$ cat src/rtl/hazard_ctrl_pkg.sv
// Shared encodings and the E/M/W scoreboard slot record for hazard_ctrl.
// Pure definitions; no logic, latency or flow control.
package hazard_ctrl_pkg;

  localparam logic [1:0] FWD_GRF   = 2'd0;
  localparam logic [1:0] FWD_E     = 2'd1;
  localparam logic [1:0] FWD_M     = 2'd2;
  localparam logic [1:0] FWD_W     = 2'd3;
  localparam logic [1:0] TUSE_NONE = 2'd3;

  typedef struct packed {
    logic [4:0] dst;
    logic [1:0] tnew;
  } slot_t;

  localparam slot_t SLOT_EMPTY = '{dst: 5'd0, tnew: 2'd0};

  typedef struct packed {
    logic       stall;
    logic [1:0] sel;
  } src_res_t;

  // One stage of ageing: the producer is a cycle closer to its result.
  function automatic slot_t age_slot(input slot_t s);
    slot_t r;
    r.dst  = s.dst;
    r.tnew = (s.tnew == 2'd0) ? 2'd0 : s.tnew - 2'd1;
    return r;
  endfunction

endpackage

$ cat src/rtl/md_busy_cnt.sv
// MDU occupancy counter: loads the mult/div latency on an accepted start, counts down to idle.
// busy is registered (valid the cycle after the load); a load wins over the decrement.
module md_busy_cnt #(
  parameter int MULT_CYC = 5,
  parameter int DIV_CYC  = 10
) (
  input  logic clk,
  input  logic reset,
  input  logic start,
  input  logic is_div,
  output logic busy
);

  localparam int MAX_CYC = (MULT_CYC > DIV_CYC) ? MULT_CYC : DIV_CYC;
  localparam int CNT_W   = $clog2(MAX_CYC + 1);
  localparam logic [CNT_W-1:0] MULT_LOAD = CNT_W'(MULT_CYC);
  localparam logic [CNT_W-1:0] DIV_LOAD  = CNT_W'(DIV_CYC);

  logic [CNT_W-1:0] cnt;

  always_ff @(posedge clk) begin
    if (reset) begin
      cnt <= '0;
    end else if (start) begin
      cnt <= is_div ? DIV_LOAD : MULT_LOAD;
    end else if (cnt != '0) begin
      cnt <= cnt - 1'b1;
    end
  end

  assign busy = (cnt != '0);

endmodule

$ cat src/rtl/hazard_ctrl.sv
// D-stage hazard unit: combinational stall/forward selects from an E/M/W {dst,tnew} scoreboard plus MDU busy.
// Outputs are same-cycle; HAZARD_FWD_EN enables forwarding, otherwise any pending writer of a source stalls.
module hazard_ctrl
  import hazard_ctrl_pkg::*;
#(
  parameter int MULT_CYC = 5,
  parameter int DIV_CYC  = 10
) (
  input  logic       clk,
  input  logic       reset,
  input  logic [4:0] D_rs_adr,
  input  logic [4:0] D_rt_adr,
  input  logic [1:0] D_tuse_rs,
  input  logic [1:0] D_tuse_rt,
  input  logic [4:0] D_dst,
  input  logic [1:0] D_tnew,
  input  logic       D_md_start,
  input  logic       D_md_div,
  input  logic       D_md_use,
  output logic       stall,
  output logic [1:0] fwd_rs_sel,
  output logic [1:0] fwd_rt_sel,
  output logic       md_busy
);

  slot_t    slot_e, slot_m, slot_w;
  src_res_t rs_res, rt_res;
  logic     data_stall, md_stall;

  always_ff @(posedge clk) begin
    if (reset) begin
      slot_e <= SLOT_EMPTY;
      slot_m <= SLOT_EMPTY;
      slot_w <= SLOT_EMPTY;
    end else begin
      slot_e <= stall ? SLOT_EMPTY : '{dst: D_dst, tnew: D_tnew};
      slot_m <= age_slot(slot_e);
      slot_w <= age_slot(slot_m);
    end
  end

`ifdef HAZARD_FWD_EN
  // Only the youngest writer of a register is authoritative; older slots are shadowed.
  function automatic src_res_t eval_src(input logic [4:0] adr, input logic [1:0] tuse,
                                        input slot_t e, input slot_t m, input slot_t w);
    src_res_t r;
    slot_t    near;
    logic [1:0] code;
    logic     hit;
    r    = '0;
    near = SLOT_EMPTY;
    code = FWD_GRF;
    hit  = 1'b0;
    if (tuse != TUSE_NONE && adr != 5'd0) begin
      if (e.dst == adr) begin
        hit = 1'b1; near = e; code = FWD_E;
      end else if (m.dst == adr) begin
        hit = 1'b1; near = m; code = FWD_M;
      end else if (w.dst == adr) begin
        hit = 1'b1; near = w; code = FWD_W;
      end
    end
    r.stall = hit && (near.tnew > tuse);
    r.sel   = (hit && near.tnew == 2'd0) ? code : FWD_GRF;
    return r;
  endfunction

  always_comb begin
    rs_res = eval_src(D_rs_adr, D_tuse_rs, slot_e, slot_m, slot_w);
    rt_res = eval_src(D_rt_adr, D_tuse_rt, slot_e, slot_m, slot_w);
  end
`else
  function automatic logic hit_any(input logic [4:0] adr, input logic [1:0] tuse,
                                   input logic [4:0] e, input logic [4:0] m, input logic [4:0] w);
    return (tuse != TUSE_NONE) && (adr != 5'd0) && (adr == e || adr == m || adr == w);
  endfunction

  always_comb begin
    rs_res       = '0;
    rt_res       = '0;
    rs_res.stall = hit_any(D_rs_adr, D_tuse_rs, slot_e.dst, slot_m.dst, slot_w.dst);
    rt_res.stall = hit_any(D_rt_adr, D_tuse_rt, slot_e.dst, slot_m.dst, slot_w.dst);
  end

  // W-slot age only matters when results can be forwarded.
  logic unused_w_tnew;
  assign unused_w_tnew = ^slot_w.tnew;
`endif

  assign data_stall = rs_res.stall | rt_res.stall;
  assign md_stall   = (D_md_start | D_md_use) & md_busy;
  assign stall      = data_stall | md_stall;
  assign fwd_rs_sel = rs_res.sel;
  assign fwd_rt_sel = rt_res.sel;

  md_busy_cnt #(
    .MULT_CYC (MULT_CYC),
    .DIV_CYC  (DIV_CYC)
  ) u_md_busy_cnt (
    .clk    (clk),
    .reset  (reset),
    .start  (D_md_start & ~stall),
    .is_div (D_md_div),
    .busy   (md_busy)
  );

endmodule
$ cat config.mk
export PLATFORM = sky130hd
export DESIGN_NAME = hazard_ctrl
export DESIGN_NICKNAME = d
export VERILOG_FILES = /design/src/rtl/hazard_ctrl_pkg.sv /design/src/rtl/md_busy_cnt.sv /design/src/rtl/hazard_ctrl.sv
export SDC_FILE = /design/constraint.sdc
export NUM_CORES = 1
export LEC_CHECK = 0
export BUFFER_PORTS_ARGS = -buffer_cell sky130_fd_sc_hd__clkbuf_2
export CORE_ASPECT_RATIO = 1.1
export CORE_MARGIN = 2
export CORE_UTILIZATION = 54
export DETAILED_ROUTE_END_ITERATION = 8
export PLACE_DENSITY = 0.85
export SLEW_MARGIN = 5
export SYNTH_ARGS = -nofsm -noshare
export SYNTH_HDL_FRONTEND = slang
export SYNTH_HIERARCHICAL = 1
export SYNTH_SLANG_ARGS = --single-unit
export TNS_END_PERCENT = 100
$ cat constraint.sdc
create_clock -name clk -period 4.5 [get_ports clk]
set_clock_uncertainty 0.2 [all_clocks]
set_input_delay 0.9 -clock clk [delete_from_list [all_inputs] [get_ports clk]]
set_output_delay 0.9 -clock clk [all_outputs]
set_load 0.02 [all_outputs]
==> results.sh <==
export IMPL_synth_cells=124
export IMPL_syn_area_per_cell_um2=8.95
export IMPL_setup_violations=0
export IMPL_antenna_found_initial=0
export IMPL_yosysUniqueCellTypes=30
export IMPL_cts_buffer_depth=2
export IMPL_grt_pass1_wl_um=3660
export IMPL_gp_congestion=0.829
export IMPL_rsz0062_at_grt="false"
export IMPL_drtAntennaViolNets=0
export IMPL_yosysWarnings=6
export IMPL_die_w_um=47.2
export IMPL_drc=0
export IMPL_reg2regPathDepth=7
export IMPL_regArea_um2=380
export IMPL_cts_buffers=3
export IMPL_area_growth_pct=13.9
export IMPL_start_kind="input port"
export IMPL_crit_type="input port to primary output"
export IMPL_power_density_mw_per_mm2=413
export IMPL_setup_slack_ns=0.848
export IMPL_place_ws_ns=0.863
export IMPL_placementRows=17
export IMPL_synth_seq_cells=19
export IMPL_fill_cells=181
export IMPL_ys_seq_area_frac=0.343
export IMPL_clock_sinks=19
export IMPL_drive_gt1_frac=0.227
export IMPL_clock_latency_ns=0.29
export IMPL_clockRootBuffer="clkbuf_4"
export IMPL_drv_cap=0
export IMPL_drt_wl_total_um=2140
export IMPL_finalCritPeriodShare=0.812
export IMPL_cts_hold_buf=0
export IMPL_synthArstFlopShare=0
export IMPL_crit_end="stall"
export IMPL_r2r_setup_slack_ns=1.85
export IMPL_report_final_hold_viol_count=0
export IMPL_status="completed"
export IMPL_synth_area_mm2=0.00111
export IMPL_r2r_end="u_md_busy_cnt/cnt[0]$_SDFFE_PP0P_"
export IMPL_timing_rr_start="slot_m[5]$_SDFF_PP0_"
export IMPL_drt_pass1_iter_count=4
export IMPL_grt_usage=0.208
export IMPL_grt_pass1_vias=879
export IMPL_grt_ovfl_total=0
export IMPL_drt_iter0_drc=19
export IMPL_grt_max_degree=18
export IMPL_die_area_mm2=0.00243
export IMPL_dpl_hpwl_um=1740
export IMPL_dieHeight_um=51.5
export IMPL_ys_flop_type="dfxtp_1"
export IMPL_multi_input_area_um2=684
export IMPL_post_cts_setup_buffers=0
export IMPL_leakage_nw=0.564
export IMPL_avgRoutedWirePerCell_um=12.0
export IMPL_dr_total_vias=946
export IMPL_via_per_inst=5.31
export IMPL_initial_core_util=0.561
export IMPL_worst_slew_pin_slew_ns=0.734
export IMPL_setup_tns_ns=0
export IMPL_worstSetupEndpointType="primary output"
export IMPL_synth_edff_count=0
export IMPL_hold_path_class="register to register"
export IMPL_cp_arrival_ns=2.55
export IMPL_fmax_mhz=274
export IMPL_nets=179
export IMPL_portBuffers=25
export IMPL_tritoncts="yes"
export IMPL_core_area_mm2=0.00198
export IMPL_clk_pin_slew_ns=0.11
export IMPL_fin_crit_ns=3.65
export IMPL_final_common_cell="clkbuf_2"
export IMPL_ir_worst_vdd_mv=0.256
export IMPL_required_ns=3.40
export IMPL_final_cell_mix="clkbuf_2, xor2_1, dfxtp_1, nor3_1, nor2b_1"
export IMPL_insertedDiodeCount=0
export IMPL_cp_startpoint="D_rt_adr[1]"
export IMPL_ctsResizeCount=0
export IMPL_crit_path_max_fanout=7
export IMPL_htree_num_levels=1
export IMPL_report_final_slew_viol_count=0
export IMPL_ios=32
export IMPL_max_slew_margin_rel=0.507
-- area by class of cell --
class,instances,share of cell area
flip-flops and latches,19,0.301
repair buffers,25,0.0990
inverters,3,0.00891
multi-input cells,99,0.542
clock inverters,1,0.00396
well taps,28,0.0277
clock buffers,3,0.0178
-- registers in the layout, indices dropped and copies added (netlist names) --
signal	cells
slot_w	5
slot_e	5
slot_m	5
u_md_busy_cnt/cnt	4
-- through the flow --
| step | hold slack, ns | total power [mW] | instances | cell area [um2] | utilization |
|---|---|---|---|---|---|
| floorplan | 0.283 | 0.387 | 127 | 1120 | - |
| global placement | 0.297 | 0.429 | 174 | 1240 | 0.625 |
| detailed placement | 0.305 | 0.440 | 174 | 1240 | 0.625 |
| CTS | 0.322 | 0.525 | 178 | 1260 | 0.639 |
| global route | 0.337 | 0.564 | 178 | 1260 | 0.639 |
| finish | 0.320 | 0.521 | 178 | 1260 | 0.639 |
-- critical path, stage by stage --
cell      delay [ns]
clkbuf_2        0.13
or4_1           0.55
o21ai_2         0.16
or4_1           0.27
nand2_1         0.07
or3_1           0.30
clkbuf_2        0.16
-- power by group --
group | internal [mW] | total, mW | switching [mW] | leakage [nW]
sequential | 0.196 | 0.224 | 0.0279 | 0.155
combinational | 0.0998 | 0.212 | 0.112 | 0.391
clock | 0.0331 | 0.0847 | 0.0516 | 0.0177
total | 0.329 | 0.521 | 0.192 | 0.564
-- layer usage --
metal  vias to the layer above  share of wire  GRT usage  wire length (um)
met4                         0          0.016     0.0833                34
li1                        470              -          -                 -
met5                         -              0          0                 0
met2                        32           0.48      0.345              1040
met3                         4          0.053     0.0208               113
met1                       440           0.45      0.269               952
-- cell families after synthesis --
kind of cell / Yosys count / synth area share
AO/OA/AOI/OAI: 9 / 0.0654
adder cells (fa/ha/maj): 2 / 0.0225
other: 1 / 0.00338
AND/OR/NAND/NOR: 53 / 0.271
XOR/XNOR: 31 / 0.245
buffers and inverters: 9 / 0.0507
flip-flops: 19 / 0.343
-- synthesized netlist by cell type (2+ instances only) --
cell type / count / area, um2
buf_4: 4 / 30.0
xnor2_1: 10 / 87.6
nand2_1: 3 / 11.3
nor2_1: 5 / 18.8
dfxtp_1: 19 / 380
nand3_1: 10 / 50.1
or4_1: 4 / 30.0
a21oi_1: 2 / 10.0
nor2b_1: 12 / 75.1
inv_1: 2 / 7.51
ha_1: 2 / 25.0
xor2_1: 21 / 184
nor3_1: 13 / 65.1
-- worst min-delay path by stage --
stage                         startpoint              endpoint  slack, ns  depth (start not counted)
finish              slot_e[3]$_SDFF_PP0_  slot_m[3]$_SDFF_PP0_       0.32                          1
CTS                 slot_m[4]$_SDFF_PP0_  slot_w[4]$_SDFF_PP0_       0.32                          1
global route        slot_m[4]$_SDFF_PP0_  slot_w[4]$_SDFF_PP0_       0.34                          1
floorplan           slot_e[2]$_SDFF_PP0_  slot_m[2]$_SDFF_PP0_       0.28                          1
detailed placement  slot_e[3]$_SDFF_PP0_  slot_m[3]$_SDFF_PP0_       0.31                          1
global placement    slot_m[5]$_SDFF_PP0_  slot_w[5]$_SDFF_PP0_       0.30                          1
No activity file was read; power rests on OpenSTA's default activity.
